[config.mk]
export PLATFORM = sky130hd
export DESIGN_NAME = uart_dual_tx
export DESIGN_NICKNAME = d
export VERILOG_FILES = /design/src/rtl/uart_dual_tx_pkg.sv /design/src/rtl/uart_fifo2w.sv /design/src/rtl/uart_dual_tx.sv
export SDC_FILE = /design/constraint.sdc
export NUM_CORES = 1
export LEC_CHECK = 0
export ABC_AREA = 1
export CAP_MARGIN = 20
export CORE_MARGIN = 10
export CORE_UTILIZATION = 45
export DETAILED_ROUTE_END_ITERATION = 10
export HOLD_SLACK_MARGIN = 0.03
export SYNTH_ARGS = -nofsm -noshare
export SYNTH_HDL_FRONTEND = slang
export SYNTH_SLANG_ARGS = --single-unit
[constraint.sdc]
create_clock -name CLK -period 3.1 [get_ports CLK]
set_input_delay 0.465 -clock CLK [delete_from_list [all_inputs] [get_ports CLK]]
set_output_delay 0.465 -clock CLK [all_outputs]
set_load 0.02 [all_outputs]
[src/rtl/uart_dual_tx_pkg.sv]
// Shared definitions for the dual-lane UART transmitter: FSM state encoding,
// the memory-mapped UART address and the default bit period.
package uart_dual_tx_pkg;

   typedef enum logic [1:0] {
      ST_IDLE  = 2'd0,
      ST_START = 2'd1,
      ST_DATA  = 2'd2,
      ST_STOP  = 2'd3
   } tx_state_e;

   localparam logic [31:0] UART_ADDR            = 32'h1000_0000;
   localparam int          DEFAULT_CLKS_PER_BIT = 1085;

endpackage

[src/rtl/uart_fifo2w.sv]
// Two-write / one-read byte FIFO. Lane 1 is stored ahead of lane 2. Bytes that
// do not fit are dropped and latched into a sticky overflow flag.
module uart_fifo2w
   import uart_dual_tx_pkg::*;
#(
   parameter int FIFO_DEPTH = 16,
   parameter int PTR_W      = 4
) (
   input  logic             CLK,
   input  logic             NRST,
   input  logic             we1,
   input  logic [7:0]       data1,
   input  logic             we2,
   input  logic [7:0]       data2,
   input  logic             pop,
   output logic [7:0]       head,
   output logic [PTR_W:0]   count,
   output logic             stall_req,
   output logic             overflow
);

   localparam logic [PTR_W:0] DEPTH_C = (PTR_W+1)'(FIFO_DEPTH);

   logic [7:0]       mem_q [FIFO_DEPTH];
   logic [7:0]       mem_d [FIFO_DEPTH];
   logic [PTR_W-1:0] wr_ptr_q, wr_ptr_d;
   logic [PTR_W-1:0] rd_ptr_q, rd_ptr_d;
   logic [PTR_W:0]   count_q, count_d;
   logic             overflow_q, overflow_d;
   logic [PTR_W:0]   free;
   logic             push1, push2, pop_ok;

   always_comb begin
      // Credit comes only from the pre-edge count; a same-cycle pop does not help.
      free     = DEPTH_C - count_q;
      push1    = we1 && (free != '0);
      push2    = we2 && (we1 ? (free >= (PTR_W+1)'(2)) : (free != '0));
      pop_ok   = pop && (count_q != '0);
      mem_d    = mem_q;
      wr_ptr_d = wr_ptr_q;
      if (push1) begin
         mem_d[wr_ptr_d] = data1;
         wr_ptr_d        = wr_ptr_d + PTR_W'(1);
      end
      if (push2) begin
         mem_d[wr_ptr_d] = data2;
         wr_ptr_d        = wr_ptr_d + PTR_W'(1);
      end
      rd_ptr_d   = rd_ptr_q + PTR_W'(pop_ok);
      count_d    = count_q + (PTR_W+1)'(push1) + (PTR_W+1)'(push2) - (PTR_W+1)'(pop_ok);
      overflow_d = overflow_q | (we1 & ~push1) | (we2 & ~push2);
   end

   always_ff @(posedge CLK) begin
      if (!NRST) begin
         wr_ptr_q   <= '0;
         rd_ptr_q   <= '0;
         count_q    <= '0;
         overflow_q <= 1'b0;
      end else begin
         wr_ptr_q   <= wr_ptr_d;
         rd_ptr_q   <= rd_ptr_d;
         count_q    <= count_d;
         overflow_q <= overflow_d;
      end
   end

   always_ff @(posedge CLK) begin
      mem_q <= mem_d;
   end

   assign head      = mem_q[rd_ptr_q];
   assign count     = count_q;
   assign stall_req = (count_q > (DEPTH_C - (PTR_W+1)'(2)));
   assign overflow  = overflow_q;

endmodule

[src/rtl/uart_dual_tx.sv]
// Dual-lane UART transmitter: buffers up to two store bytes per cycle and
// serialises them as back-to-back 8N1 frames on a registered tx line.
module uart_dual_tx
   import uart_dual_tx_pkg::*;
#(
   parameter int CLKS_PER_BIT = DEFAULT_CLKS_PER_BIT,
   parameter int FIFO_DEPTH   = 16,
   parameter int PTR_W        = 4
) (
   input  logic       CLK,
   input  logic       NRST,
   input  logic       we1,
   input  logic [7:0] data1,
   input  logic       we2,
   input  logic [7:0] data2,
   output logic       stall_req,
   output logic       overflow,
   output logic       busy,
   output logic       uart_tx
);

   localparam int              BAUD_W    = $clog2(CLKS_PER_BIT);
   localparam logic [BAUD_W-1:0] BAUD_LAST = BAUD_W'(CLKS_PER_BIT - 1);

   tx_state_e         state_q, state_d;
   logic [BAUD_W-1:0] baud_q, baud_d;
   logic [2:0]        bit_q, bit_d;
   logic [7:0]        shift_q, shift_d;
   logic              tx_q, tx_d;
   logic              pop, bit_end;
   logic [7:0]        head;
   logic [PTR_W:0]    count;

   uart_fifo2w #(
      .FIFO_DEPTH (FIFO_DEPTH),
      .PTR_W      (PTR_W)
   ) u_fifo (
      .CLK       (CLK),
      .NRST      (NRST),
      .we1       (we1),
      .data1     (data1),
      .we2       (we2),
      .data2     (data2),
      .pop       (pop),
      .head      (head),
      .count     (count),
      .stall_req (stall_req),
      .overflow  (overflow)
   );

   always_comb begin
      state_d = state_q;
      baud_d  = baud_q;
      bit_d   = bit_q;
      shift_d = shift_q;
      pop     = 1'b0;
      bit_end = (baud_q == BAUD_LAST);
      case (state_q)
         ST_IDLE: begin
            if (count != '0) begin
               pop     = 1'b1;
               shift_d = head;
               baud_d  = '0;
               state_d = ST_START;
            end
         end
         ST_START: begin
            if (bit_end) begin
               baud_d  = '0;
               bit_d   = 3'd0;
               state_d = ST_DATA;
            end else begin
               baud_d = baud_q + BAUD_W'(1);
            end
         end
         ST_DATA: begin
            if (bit_end) begin
               baud_d  = '0;
               shift_d = shift_q >> 1;
               if (bit_q == 3'd7) begin
                  state_d = ST_STOP;
               end else begin
                  bit_d = bit_q + 3'd1;
               end
            end else begin
               baud_d = baud_q + BAUD_W'(1);
            end
         end
         ST_STOP: begin
            if (bit_end) begin
               baud_d = '0;
               // Chain straight into the next start bit so queued bytes leave no idle gap.
               if (count != '0) begin
                  pop     = 1'b1;
                  shift_d = head;
                  state_d = ST_START;
               end else begin
                  state_d = ST_IDLE;
               end
            end else begin
               baud_d = baud_q + BAUD_W'(1);
            end
         end
         default: state_d = ST_IDLE;
      endcase

      case (state_q)
         ST_START: tx_d = 1'b0;
         ST_DATA:  tx_d = shift_q[0];
         default:  tx_d = 1'b1;
      endcase
   end

   always_ff @(posedge CLK) begin
      if (!NRST) begin
         state_q <= ST_IDLE;
         baud_q  <= '0;
         bit_q   <= '0;
         shift_q <= '0;
         tx_q    <= 1'b1;
      end else begin
         state_q <= state_d;
         baud_q  <= baud_d;
         bit_q   <= bit_d;
         shift_q <= shift_d;
         tx_q    <= tx_d;
      end
   end

   assign uart_tx = tx_q;
   assign busy    = (count != '0) || (state_q != ST_IDLE);

endmodule

==> metrics <==
Logic pwr share=46.3%; Peak VDD IR=about 0.38 mV; Slew Limit Fails=0; die area=28000 µm²; worst r2r dst=u_fifo.count[4]; Mapped Cells=1594; CTS tree=built; final hold slack=0.465 ns; first-pass GRT wire length=47200 µm; vias in the first global route=8597; GRT Util Overall=20.7%; Seq cells post-synth=roughly 170; PD cells=999 nW/µm²; port bufs=23; reg2reg start=u_fifo.count[0]; Async SR Flop Fraction=0%; crit path DAT=3.17 ns; worst min path class=register to register; number of synthesized flops with an enable pin=0; GRT overflow=0; Iter 0 DRT Violations=818; Seq/Total Area, Yosys=roughly a third; Slowest-stage cell, CP=fa_1; deepest clock path buffer count=2; CTS clock-pin slew for the worst setup and hold paths=0.06 ns; Max FO, Critical Path=5; Remaining DRCs=0; status=finished, final reports clean; commonest cells after routing, fill and taps aside=nand2_1, dfxtp_1, o21ai_0, inv_1, nand3_1; root buf cell=clkbuf_16; Slew HR=a little over a third; crit path to=u_fifo.count[4]; share of cells above drive strength 1=7.75%; die width=167 µm; count of different cell masters after synthesis=35; WL/cell=15.7 µm; CP Class=register to register; Final #Nets=1640; largest net degree at the start of global routing=67; RSZ-0062 raised after global routing=true; Buf+Inv Stages, Crit Path=5; worst-skew pair later-pin latency=between 0.4 and 0.5 ns; most common cell after layout, fill and taps aside=nand2_1; Synthesized Nets=about 1.6k; DP Cell Count=1841; Leakage=5.36 nW; site row count=between 50 and 60; initial antenna violation count=0; worst reg-to-reg setup slack=0.26 ns; synth warn=0; Max Fclk=0.352 GHz; cell area after synthesis=9770 µm²; CP max stage delay=approximately 0.40 ns; core box area=21200 µm²; CP Depth=18; skew final=0.0155 ns; cts hold-fix bufs=0; Crit. End Element=register; vias per std cell=5.02; fin cells=1874; Routed WL=between 20000 and 30000 µm; fin crit share=91.8%; I/O pin total=24; Routed Antenna Nets=0; sw power=4.65 mW; switching share of power=between 40% and 50%; worst endpoint required time=3.43 ns; crit path launch type=register; syn avg cell area=6.13 µm²; TritonCTS buffer count=17; Least-Margin Pin Slew=0.977 ns; Antenna diodes=0; Final setup violation count=0; Max Cap Violations=0; Area Growth Syn to Fin=11.6%; final core utilization=51.4%; Fin. Hold Viols=0; gpl congestion=between 0.9 and 1; Seq pwr share=32.8%; cells on worst reg2reg path=18; H-tree Lvls=4; post-DP HPWL=19500 µm; clock period minus worst slack=around 2.8 ns; drt pass-1 iters=5; critical path launch point=u_fifo.count[0]; Clock Sinks=167; Worst Hold Depth=2; Starting Density=46.1%; crit-path cells=inv_2, ha_1, nand2_1, inv_1, ha_1, inv_2, nor2_4, nand3_4, nand2_4, ha_1, inv_1, fa_1, inv_1, fa_1, o21ai_1, a21oi_1, o21ai_1, a21oi_1; clock power share=20.9%; prevailing post-synth register cell=dfxtp_1; DR vias=between 9k and 10k; P_int=6.25 mW; CP top delay family=adder cells; Die H=167 µm
[worst min-delay path: cells and delay by family, from the launching register on]
family / cells / cell delay [ns]
and+or+nand+nor: 1 / 0.06
AOI/OAI and AO/OA: 1 / 0.05
DFF: 1 / 0.31
[routing by layer]
metal	track usage [%]	share of wire, %	wire [µm]
met5	0	0	0
met4	6.70	2.3	676
met3	3.60	5.2	1540
met2	31.9	44	12900
met1	28.6	49	14400
[logic make-up after synthesis]
kind of cell	share of synthesized area (%)
buf+inv	8.30
compound gates	10.8
simple gates	42.1
fa+ha+maj	4.38
flops	34.2
xor+xnor	0.179
[worst min-delay path by stage]
stage | end | start
6_report | shift_q[6] | shift_q[6]
5_1_grt | shift_q[6] | shift_q[6]
4_1_cts | shift_q[6] | shift_q[6]
3_5_place_dp | shift_q[6] | shift_q[6]
3_3_place_gp | shift_q[4] | shift_q[4]
2_1_floorplan | uart_tx | shift_q[0]
[stage by stage]
stage / TNS (ns) / cell area [µm²] / worst slack (ns) / power (mW)
after global routing: -0.0486 / 10900 / -0.0486 / 11.9
after detailed placement: 0 / 10200 / 0.0724 / 8.55
after floorplan: 0 / 9770 / 0.189 / 7.33
after global placement: 0 / 10200 / 0.153 / 8.50
final: 0 / 10900 / 0.256 / 10.9
after CTS: 0 / 10800 / 0.0544 / 10.9
[flip-flops by register name (all words and copies together), names as in the netlist]
register / flops
bit_q: 3
u_fifo.wr_ptr_q: 4
u_fifo.mem_q: 128
u_fifo.overflow: 1
u_fifo.count: 5
baud_q: 11
shift_q: 8
uart_tx: 1
state_q: 2
u_fifo.rd_ptr_q: 4
[Yosys cell counts, types with 3 or more instances]
master / instances / area [µm²]
a211oi_1: 4 / 30.0
a21oi_1: 38 / 190
buf_1: 3 / 11.3
buf_2: 24 / 120
clkbuf_1: 45 / 169
dfxtp_1: 167 / 3340
ha_1: 31 / 388
inv_1: 117 / 439
inv_2: 17 / 63.8
nand2_1: 781 / 2930
nand2_2: 16 / 100
nand2_4: 7 / 78.8
nand3_1: 102 / 510
nor2_1: 39 / 146
nor2_2: 5 / 31.3
nor2_4: 14 / 158
nor2_8: 3 / 60.1
nor3_1: 5 / 25.0
o21ai_0: 152 / 761
[layout make-up]
cell class	count	area, µm²
inverter	136	510
multi-input combinational	1219	5640
clock inverter	8	146
sequential	167	3350
fill	2257	10300
timing repair buffer	46	440
clock buffer	23	468
tap	275	344
[timing repair]
| item | 4_1_cts | 5_1_grt |
|---|---|---|
| endpoints found under the setup margin | 0 | 32 |
| endpoints found under the hold margin | 0 | 0 |
| setup buffers | 0 | 2 |
| gates resized for setup | 0 | 10 |
[power groups by stage]
stage | combinational, mW | clock (mW) | sequential (mW)
3_5_place_dp | 4.95 | 0 | 3.60
3_3_place_gp | 4.91 | 0 | 3.59
5_1_grt | 5.79 | 2.40 | 3.68
2_1_floorplan | 3.84 | 0 | 3.50
6_report | 5.04 | 2.28 | 3.57
4_1_cts | 4.98 | 2.31 | 3.56
No activity file was read; power rests on OpenSTA's default activity.
